**src/rtl/simple_pipeline_pkg.sv**
```systemverilog
// Shared constants and state type for the multiply-add pipeline feeder.
package simple_pipeline_pkg;

    localparam int NUM_INPUTS   = 8;
    localparam int PIPE_LATENCY = 4;

    typedef enum logic {
        FILL = 1'b0,
        HOLD = 1'b1
    } feeder_state_t;

endpackage

```
**src/rtl/simple_pipeline_credit_counter.sv**
```systemverilog
// Tracks vectors in flight; a return may fund an issue on the same edge.
module simple_pipeline_credit_counter #(
    parameter  int MAX_OUTSTANDING = 4,
    localparam int CW              = $clog2(MAX_OUTSTANDING + 1)
) (
    input  logic          clk,
    input  logic          rst,
    input  logic          issue,
    input  logic          credit_return,
    output logic [CW-1:0] count,
    output logic          has_credit
);

    localparam logic [CW-1:0] MAX_CNT = CW'(MAX_OUTSTANDING);

    assign has_credit = (count != '0) || credit_return;

    always_ff @(posedge clk or posedge rst) begin
        if (rst) begin
            count <= MAX_CNT;
        end else if (credit_return && !issue) begin
            if (count != MAX_CNT)
                count <= count + CW'(1);
        end else if (issue && !credit_return) begin
            count <= count - CW'(1);
        end
    end

`ifndef SYNTHESIS
    // A return with every credit already home means the consumer miscounted.
    credit_overflow: assert property (@(posedge clk) disable iff (rst)
        !(credit_return && (count == MAX_CNT)));
`endif

endmodule

```
**src/rtl/simple_pipeline_feeder.sv**
```systemverilog
// Packs 8 stream words into one vector and issues it when a credit is available.
// Optional partial-vector flush: SIMPLE_PIPELINE_FEEDER_PARTIAL_FLUSH_EN.
//
// state | meaning
// FILL  | accepting words into the buffer; issues on completion if credit allows
// HOLD  | complete vector buffered, waiting for a credit; stream stalled
module simple_pipeline_feeder
    import simple_pipeline_pkg::*;
#(
    parameter  int WIDTH           = 16,
    parameter  int MAX_OUTSTANDING = 4,
    localparam int CW              = $clog2(MAX_OUTSTANDING + 1)
) (
    input  logic             clk,
    input  logic             rst,
    input  logic [WIDTH-1:0] in_data,
    input  logic             in_valid,
    output logic             in_ready,
    input  logic             credit_return,
    input  logic             flush,
    output logic [WIDTH-1:0] out [NUM_INPUTS],
    output logic             valid_out,
    output logic [CW-1:0]    credits_avail
);

    localparam int              IDXW     = $clog2(NUM_INPUTS);
    localparam logic [IDXW-1:0] LAST_IDX = IDXW'(NUM_INPUTS - 1);

    feeder_state_t   state;
    logic [IDXW-1:0] idx;
    logic [WIDTH-1:0] fill_buf [NUM_INPUTS];
    logic [WIDTH-1:0] vec_next [NUM_INPUTS];

    logic accept;
    logic flush_go;
    logic complete;
    logic has_credit;
    logic issue;

    assign accept   = in_valid && (state == FILL);
    assign complete = (accept && (idx == LAST_IDX)) || flush_go;
    assign issue    = has_credit && (((state == FILL) && complete) || (state == HOLD));

`ifdef SIMPLE_PIPELINE_FEEDER_PARTIAL_FLUSH_EN
    assign flush_go = (state == FILL) && flush && !in_valid && (idx != '0);
`else
    logic unused_flush;
    assign unused_flush = flush;
    assign flush_go     = 1'b0;
`endif

    // Slots at or above idx are zero so a flushed vector is padded for free.
    always_comb begin
        for (int k = 0; k < NUM_INPUTS; k++) begin
            vec_next[k] = '0;
            if (accept && (IDXW'(k) == idx))
                vec_next[k] = in_data;
            else if (IDXW'(k) < idx)
                vec_next[k] = fill_buf[k];
        end
    end

    always_ff @(posedge clk or posedge rst) begin
        if (rst) begin
            state     <= FILL;
            idx       <= '0;
            in_ready  <= 1'b1;
            valid_out <= 1'b0;
            for (int k = 0; k < NUM_INPUTS; k++) begin
                fill_buf[k] <= '0;
                out[k]      <= '0;
            end
        end else begin
            valid_out <= 1'b0;
            case (state)
                FILL: begin
                    if (complete) begin
                        idx <= '0;
                        if (has_credit) begin
                            out       <= vec_next;
                            valid_out <= 1'b1;
                        end else begin
                            fill_buf <= vec_next;
                            state    <= HOLD;
                            in_ready <= 1'b0;
                        end
                    end else if (accept) begin
                        fill_buf[idx] <= in_data;
                        idx           <= idx + IDXW'(1);
                    end
                end
                HOLD: begin
                    if (has_credit) begin
                        out       <= fill_buf;
                        valid_out <= 1'b1;
                        state     <= FILL;
                        in_ready  <= 1'b1;
                    end
                end
                default: state <= FILL;
            endcase
        end
    end

    simple_pipeline_credit_counter #(
        .MAX_OUTSTANDING(MAX_OUTSTANDING)
    ) u_credit (
        .clk          (clk),
        .rst          (rst),
        .issue        (issue),
        .credit_return(credit_return),
        .count        (credits_avail),
        .has_credit   (has_credit)
    );

endmodule

```
**config.mk**
```make
export PLATFORM = sky130hd
export DESIGN_NAME = simple_pipeline_feeder
export DESIGN_NICKNAME = d
export VERILOG_FILES = /design/src/rtl/simple_pipeline_pkg.sv /design/src/rtl/simple_pipeline_credit_counter.sv /design/src/rtl/simple_pipeline_feeder.sv
export SDC_FILE = /design/constraint.sdc
export NUM_CORES = 1
export LEC_CHECK = 0
export BUFFER_PORTS_ARGS = -buffer_cell sky130_fd_sc_hd__buf_4
export CAP_MARGIN = 20
export CORE_MARGIN = 1
export CORE_UTILIZATION = 63
export CTS_BUF_LIST = sky130_fd_sc_hd__clkbuf_16
export DETAILED_ROUTE_END_ITERATION = 10
export GPL_ROUTABILITY_DRIVEN = 0
export GPL_TIMING_DRIVEN = 0
export PLACE_DENSITY = 0.85
export SLEW_MARGIN = 20
export SYNTH_ARGS = -nofsm -noshare
export SYNTH_HDL_FRONTEND = slang
export SYNTH_SLANG_ARGS = --single-unit
```
**constraint.sdc**
```tcl
create_clock -name clk -period 14.8 [get_ports clk]
set_input_delay 2.96 -clock clk [delete_from_list [all_inputs] [get_ports clk]]
set_output_delay 2.96 -clock clk [all_outputs]
set_load 0.005 [all_outputs]
```
==> results.yml, run 1 <==
run_status:
  status: "complete, no violations"
synth:
  synth_top_area_share_pct: 53.47
  ys_types: 66
  synth-edff-count: 0
  netlist_instances: 1211
  syn-num-nets: 1237
  synthFlopType: "dfrtp_1"
  avgSynthCellArea_um2: 10.16
  yosys-top-cells-area: "dfrtp_1, a221oi_1, nor2_1"
  yosysSeqAreaShare_pct: 53.90
  yosysWarnings: 0
  yosysMostFrequentCell: "dfrtp_1"
  synthesis.area_um2: 12310
  synth_common_cells: "dfrtp_1, nor2_1, a221oi_1, a21oi_1, clkbuf_1"
  synth-async-reset-ratio_pct: 100.0
  synth_seq_cells: 265
  synth_top_area_cell: "dfrtp_1"
sta:
  finalWorstSetupSlack_ps: 9944
  fin_skew_ps: 17.34
  max_slew.worst_pin.slew_ps: 1122
  period_share_pct: 32.81
  hold_violations: 0
  setup_viol: 0
  finalMaxSlewViolations: 0
  fmaxAchievable_ghz: 0.2059
  timing.hold.ws_ps: 467.5
  rsz0062_at_grt: "no"
  fin_setup_tns_ps: 0
  period_needed_ps: 4856
  slew_headroom_pct: 25.23
cts:
  cts_sinks: 265
  cts_buffers: 27
  cts_buffer_depth: 3
  cts_resized: 0
  htree_num_levels: 1
  hold_buffers: 0
  ctsRootBufferMaster: "clkbuf_16"
  clock_latency_ps: 550
  post_cts_buffers: 0
  cts_tree: "built"
  clk_pin_slew_ps: 60
placement:
  dp_slack_ps: 9587
  dp.cells: 1623
  port_buffers: 150
  post-dp-hpwl_um: 26800
pwr:
  p_switching_mw: 1.079
  power_mw: 3.052
  power_frac_seq_pct: 42.4
  power_switching_share_pct: 35.33
  clkPwrFrac_pct: 21.0
  p_leak_nw: 6.671
  internal_power_mw: 1.974
  pwr-share-comb_pct: 36.6
  peakVddDrop_v: 0.0001411
  power_density_nw_per_um2: 208.6
floorplan:
  die-area_um2: 20100
  initial_core_util_pct: 64.93
  io_pins: 154
  die_w_um: 141.8
  fp-row-count: 50
  coreArea_um2: 18960
  die_h_um: 141.8
critical_path:
  endpoint_kind: "flop"
  worstPathMaxFanout: 10
  criticalPathCategory: "in -> reg"
  cp-start-kind: "input pin"
  critPathRequiredTime_ps: 15260
  arrival_ps: 5320
final_layout:
  fin_nets: 1418
  layout-drive-gt1-share_pct: 19.39
  n_fill_cell: 1308
  area_growth_pct: 18.87
  fin_cells: 1669
detailed_routing:
  first_iter_violations: 1672
  antenna_left: 0
  first_pass_iters: 6
  vias: 11570
  drc: 0
  vias_per_cell: 6.930
  wire_per_inst_um: 24.32
  routed_wl_um: 40590
global_route:
  antenna_found_initial: 0
  grt_pass1_vias: 11150
  grtUsageTotal_pct: 41.28
  grt_max_degree: 93
  grt_pass1_wl_um: 63000
  gr-total-overflow: 0
run:
  maxCapViolations: 0
worst_hold_path:
  hold_class: "reg -> reg"
==> path summary, 6_finish.rpt <==
kind / from / cells past startpoint / endpoint / slack, ps
worst max register to register: idx[1] / 10 / u_credit.count[2] / 11530
worst min-delay path: in_ready / 2 / in_ready / 470
worst min register to register: in_ready / 2 / in_ready / 470
max in group asynchronous: rst / 4 / fill_buf[22] / 10990
min in group asynchronous: rst / 2 / out[42] / 2500
worst max-delay path: credit_return / 8 / out[47] / 9940
==> registers in the layout, indices dropped and copies added, names as in the netlist <==
| signal | cells |
|---|---|
| valid_out | 1 |
| fill_buf | 128 |
| out | 128 |
| in_ready | 1 |
| state | 1 |
| u_credit.count | 3 |
| idx | 3 |
==> cells in the final DEF, fill, tap and decap left out, drive strengths merged, types with 3 or more instances in the layout <==
master   netlist  routed
a221oi        90      90
or2            3       3
nand2         63      63
nor3          15      15
mux2i         10      10
o22ai         16      16
a22o          61      61
a31oi          8       8
o21ai         67      67
nor2         206     206
and2           9       9
nor2b         18      18
mux2          16      16
a21oi         81      81
a32oi         17      17
ha             4       4
a2bb2oi       25      25
and3          26      26
clkinv         0       6
buf           53     205
and4           9       9
inv            7      16
nand3         19      19
nor4           5       5
a221o         16      16
dfrtp        263     263
clkbuf        68      95
==> worst max-delay path: stages <==
cell      delay, ps
buf_2           160
nor4_2          540
or2_1           180
buf_2           210
buf_2           260
clkbuf_1        550
a221oi_1        270
nor2_1          180
==> routing by layer <==
metal / global-route usage, % / up-vias / part of all wire [%]
met5: 0 / - / 0
met3: 11.85 / 206 / 13
met4: 22.24 / 0 / 6.4
li1: - / 4844 / -
met2: 62.54 / 947 / 44
met1: 54.01 / 5569 / 36
==> layout make-up <==
type                    instances  area, um2  share of cell area, %
diodes                          1      2.502                0.01710
plain buffers                 121      533.0                  3.643
clock buffers                  27      675.6                  4.618
clock inverters                18      130.1                 0.8894
inverters                       7      33.78                 0.2309
multi-input cells             818       5115                  34.96
flip-flops and latches        265       6634                  45.34
well taps                     260      325.3                  2.224
repair buffers                152       1181                  8.073
==> kinds of logic after synthesis <==
kind of cell	Yosys count	synth area share, %
and+or+nand+nor	388	14.89
xor gates and xnor gates	2	0.1423
buffers and inverters	128	4.544
muxes	26	2.277
DFF	265	53.90
AOI/OAI and AO/OA	397	23.68
adders and majority gates	5	0.5693
==> power groups by stage <==
| stage | Sequential (mW) | Combinational (mW) | Clock, mW |
|---|---|---|---|
| floorplan | 1.26 | 0.629 | 0 |
| global placement | 1.28 | 1.05 | 0 |
| detailed placement | 1.29 | 1.09 | 0 |
| CTS | 1.28 | 1.10 | 0.642 |
| global route | 1.32 | 1.22 | 0.670 |
| finish | 1.29 | 1.12 | 0.641 |
==> metrics by stage <==
step,instance area (um2),util (%)
floorplan,12310,-
global placement,13760,72.59
detailed placement,13820,72.92
CTS,14630,77.17
global route,14630,77.17
finish,14630,77.18
Power figures use the tool's default switching activity.
==> run 2: changes to the inputs <==
Settings changed: CORE_UTILIZATION 63 to 58, PLACE_DENSITY 0.85 to 0.79.
Clock period 14.8 ns to 4.9 ns, I/O delays scaled along.
==> results.yml, run 2 (same netlist as run 1, synthesis figures left out) <==
run_status:
  status: "complete, no violations"
critical_path:
  max_stage_delay_ps: 880
  critPathRequiredTime_ps: 5280
  crit_buf_inv: 3
  crit_slowest_cell: "a221oi_1"
  cp-start-kind: "flop"
  endpoint_kind: "flop"
  worstPathMaxFanout: 10
  r2r_cells: 8
  arrival_ps: 3770
  criticalPathCategory: "reg -> reg"
  crit_chain: "buf_2 > inv_1 > ha_1 > nor4bb_1 > clkbuf_1 > o21ai_0 > a221oi_1 > nor2_1"
  path_delay_family: "compound AO/OA/AOI/OAI gates"
  cp_num_cells: 8
global_route:
  globalRouteMet1Util_pct: 51.47
  grt_max_degree: 37
  antenna_found_initial: 2
  met3_usage_pct: 10.71
  grt_pass1_vias: 11210
  grt-busiest-layer: "met2"
  grt_pass1_wl_um: 63400
  use_met2_pct: 56.01
  gr-total-overflow: 0
  grtUsageTotal_pct: 38.35
sta:
  max_slew.worst_pin.slew_ps: 1127
  hold_violations: 0
  period_share_pct: 69.24
  rsz0062_at_grt: "no"
  finalWorstSetupSlack_ps: 1507
  fin_skew_ps: 17.81
  slew_headroom_pct: 24.89
  fin_setup_tns_ps: 0
  setup_viol: 0
  period_needed_ps: 3393
  finalMaxSlewViolations: 0
  fmaxAchievable_ghz: 0.2948
detailed_routing:
  vias_per_cell: 6.776
  antenna_left: 0
  drc: 0
  wire_per_inst_um: 24.48
  first_iter_violations: 1352
  vias: 11430
  routed_wl_um: 41300
  first_pass_iters: 5
placement:
  post-dp-hpwl_um: 28250
  dp.cells: 1640
  dpl_cell_area_um2: 13970
  dp_slack_ps: 1697
  port_buffers: 150
pwr:
  p_leak_nw: 6.749
  peakVddDrop_v: 0.0003280
  power_mw: 9.333
  power_density_nw_per_um2: 629.6
cts:
  hold_buffers: 0
  clock_latency_ps: 550
  cts_resized: 0
  cts_buffers: 27
  htree_num_levels: 1
  post_cts_buffers: 0
  cts_sinks: 265
  clk_pin_slew_ps: 60
  cts_tree: "built"
  ctsRootBufferMaster: "clkbuf_16"
  cts_buffer_depth: 3
final_layout:
  final_cell_mix: "dfrtp_1, nor2_1, buf_4, a221oi_1, a21oi_1"
  fin_cells: 1687
  fin_nets: 1425
  design_area_um2: 14820
  insertedDiodeCount: 0
  mostFrequentLayoutCell: "dfrtp_1"
  area_growth_pct: 20.44
  largestRegisters: "fill_buf x128, out x128"
  layout-drive-gt1-share_pct: 20.32
floorplan:
  fp-row-count: 52
  die_h_um: 147.7
  die-area_um2: 21810
  initial_core_util_pct: 60.05
  io_pins: 154
  die_w_um: 147.7
  coreArea_um2: 20490
worst_hold_path:
  hold_class: "reg -> reg"
  whs_path_depth: 2
run:
  maxCapViolations: 0
-- run 2: worst paths after layout --
path,from,slack (ps),endpoint
max,idx[1],1510,out[126]
min reg2reg,in_ready,470,in_ready
min,in_ready,470,in_ready
max reg2reg,idx[1],1510,out[126]
min in group asynchronous,rst,500,out[33]
max in group asynchronous,rst,3370,u_credit.count[2]
-- run 2: worst register-to-register path, delay by kind of cell (launching register included) --
family	cells	cell delay, ps
adder cells (fa/ha/maj)	1	340
flip-flops	1	400
buffers and inverters	3	810
AO/OA/AOI/OAI	2	1300
AND/OR/NAND/NOR	2	410
-- run 2: cell type report --
| cell class | instances | area (um2) |
|---|---|---|
| plain buffers | 121 | 533.0 |
| clock buffers | 27 | 675.6 |
| clock inverters | 20 | 177.7 |
| fillers | 1558 | 5670 |
| inverters | 7 | 30.03 |
| multi-input cells | 818 | 5115 |
| flip-flops and latches | 265 | 6634 |
| well taps | 270 | 337.8 |
| repair buffers | 159 | 1321 |
-- run 2: stage by stage --
stage / hold slack, ps / util, %
global placement: 451.3 / 67.22
finish: 468.9 / 72.33
detailed placement: 464.0 / 68.17
global route: 508.8 / 72.33
floorplan: 448.2 / -
CTS: 471.6 / 72.33
-- run 2: where the power goes --
group,internal (mW),switching [mW],leakage (nW)
combinational,1.67,1.71,3.13
clock,1.16,0.874,0.438
sequential,3.21,0.709,3.19
-- run 2: metal layers --
metal	share of wire [%]	vias to the layer above	routed length [um]
li1	-	4880	-
met3	12	181	4943
met1	38	5564	15610
met5	0.039	-	16
met4	6.6	2	2741
met2	44	804	17990
==> run 3: changes to the inputs <==
Settings changed: CORE_UTILIZATION 58 to 53, PLACE_DENSITY 0.79 to 0.76.
Clock period 4.9 ns to 3.1 ns, I/O delays scaled along.
==> results.yml, run 3 (same netlist as run 1, synthesis figures left out) <==
global_route:
  gr-total-overflow: 0
  antenna_found_initial: 2
  grt_pass1_wl_um: 63060
  globalRouteMet1Util_pct: 47.45
  use_met2_pct: 52.03
  grt-busiest-layer: "met2"
  grt_pass1_vias: 10830
  met3_usage_pct: 8.742
  grt_max_degree: 36
  grtUsageTotal_pct: 34.82
pwr:
  p_leak_nw: 6.749
  power_density_nw_per_um2: 982.7
  power_mw: 14.57
  power_switching_share_pct: 35.57
  peakVddDrop_v: 0.0004807
  pwr-share-comb_pct: 36.6
  internal_power_mw: 9.390
  p_switching_mw: 5.184
  clkPwrFrac_pct: 21.0
  power_frac_seq_pct: 42.5
floorplan:
  coreArea_um2: 22710
  die_h_um: 154.4
  die_w_um: 154.4
  die-area_um2: 23840
  fp-row-count: 55
  io_pins: 154
  initial_core_util_pct: 54.20
final_layout:
  multi_input_area_um2: 5124
  layout-drive-gt1-share_pct: 20.49
  fin_nets: 1426
  final_cell_mix: "dfrtp_1, nor2_1, buf_4, a221oi_1, a21oi_1"
  n_fill_cell: 1839
  mostFrequentLayoutCell: "dfrtp_1"
  area_growth_pct: 20.49
  largestRegisters: "fill_buf x128, out x128"
  seqCellArea_um2: 6634
critical_path:
  worstPathMaxFanout: 10
  crit_buf_inv: 4
  crit_chain: "ha_1 > ha_1 > clkbuf_1 > a21oi_1 > or2_1 > buf_2 > buf_2 > clkbuf_2 > a221oi_1 > nor2_1"
  arrival_ps: 3400
  critPathRequiredTime_ps: 3510
  path_delay_family: "buffers and inverters"
  endpoint_kind: "flop"
  criticalPathCategory: "reg -> reg"
  crit_slowest_cell: "a221oi_1"
  cp-start-kind: "flop"
  max_stage_delay_ps: 550
sta:
  slew_headroom_pct: 26.83
  rsz0062_at_grt: "no"
  finalMaxSlewViolations: 0
  setup_viol: 0
  period_share_pct: 96.59
  hold_violations: 0
  fmaxAchievable_ghz: 0.3340
  max_slew.worst_pin.slew_ps: 1097
  fin_setup_tns_ps: 0
  period_needed_ps: 2994
  fin_skew_ps: 12.09
cts:
  cts_buffers: 28
  hold_buffers: 0
  htree_num_levels: 1
  ctsRootBufferMaster: "clkbuf_16"
  cts_buffer_depth: 3
  clk_pin_slew_ps: 60
  cts_sinks: 265
  clock_latency_ps: 550
  cts_tree: "built"
detailed_routing:
  wire_per_inst_um: 24.33
  antenna_left: 0
  routed_wl_um: 41510
  vias_per_cell: 6.654
  drc: 0
  first_pass_iters: 5
  first_iter_violations: 1359
  vias: 11350
placement:
  port_buffers: 150
  post-dp-hpwl_um: 28660
run:
  maxCapViolations: 0
run_status:
  status: "complete, no violations"
worst_hold_path:
  hold_class: "in -> async"
==> run 3: worst paths after layout <==
| check | startpoint | endpoint | cells after the start | slack (ps) |
|---|---|---|---|---|
| worst max-delay path | idx[0] | out[47] | 10 | 110 |
| worst min-delay path | rst | out[34] | 2 | 140 |
| worst max register to register | idx[0] | out[47] | 10 | 110 |
| worst min register to register | in_ready | in_ready | 2 | 470 |
| max in group asynchronous | rst | out[123] | 6 | 1760 |
| min in group clk | credit_return | u_credit.count[2] | 2 | 410 |
==> run 3: layer usage <==
metal  up-vias  wire length, um
met3       164             5034
li1       4873                -
met4         0             2232
met2       812            18230
met5         -                0
met1      5502            16020
==> run 3: repair_timing <==
| action | 4_1_cts | 5_1_grt |
|---|---|---|
| setup buffers | 0 | 0 |
| setup endpoints to repair | 0 | 30 |
| resized for setup | 0 | 10 |
==> run 3: power groups by stage <==
stage	logic (mW)	registers [mW]	clock network, mW
3_5_place_dp	5.23	6.20	0
6_report	5.33	6.19	3.06
5_1_grt	5.80	6.35	3.22
2_1_floorplan	3.01	6.00	0
3_3_place_gp	5.03	6.13	0
4_1_cts	5.27	6.15	3.05
==> run 3: layout make-up <==
cell class,count,area share [%]
Antenna cell,1,0.01687
Buffer,121,3.628
Clock buffer,29,4.893
Clock inverter,21,0.6159
Inverter,7,0.2025
Multi-Input combinational cell,818,34.55
Sequential cell,265,44.73
Tap cell,285,2.404
Timing Repair Buffer,159,8.960
==> run 3: worst register-to-register path: stages (launching register included) <==
cell and delay, ps:
dfrtp_1 390, ha_1 180, ha_1 150, clkbuf_1 330
a21oi_1 240, or2_1 250, buf_2 200, buf_2 230
clkbuf_2 270, a221oi_1 550, nor2_1 80
==> run 3: metrics by stage <==
stage          area [um2]  worst slack (ps)  hold WS [ps]  utilization, %  cells
2_1_floorplan       12310             -1016         448.2               -   1211
3_3_place_gp        13790             -2484         453.0           60.74   1646
3_5_place_dp        14000             54.81         463.5           61.64   1655
4_1_cts             14810             9.135         150.3           65.23   1705
5_1_grt             14830             26.28         165.5           65.29   1705
6_report            14830             105.7         143.1           65.31   1706
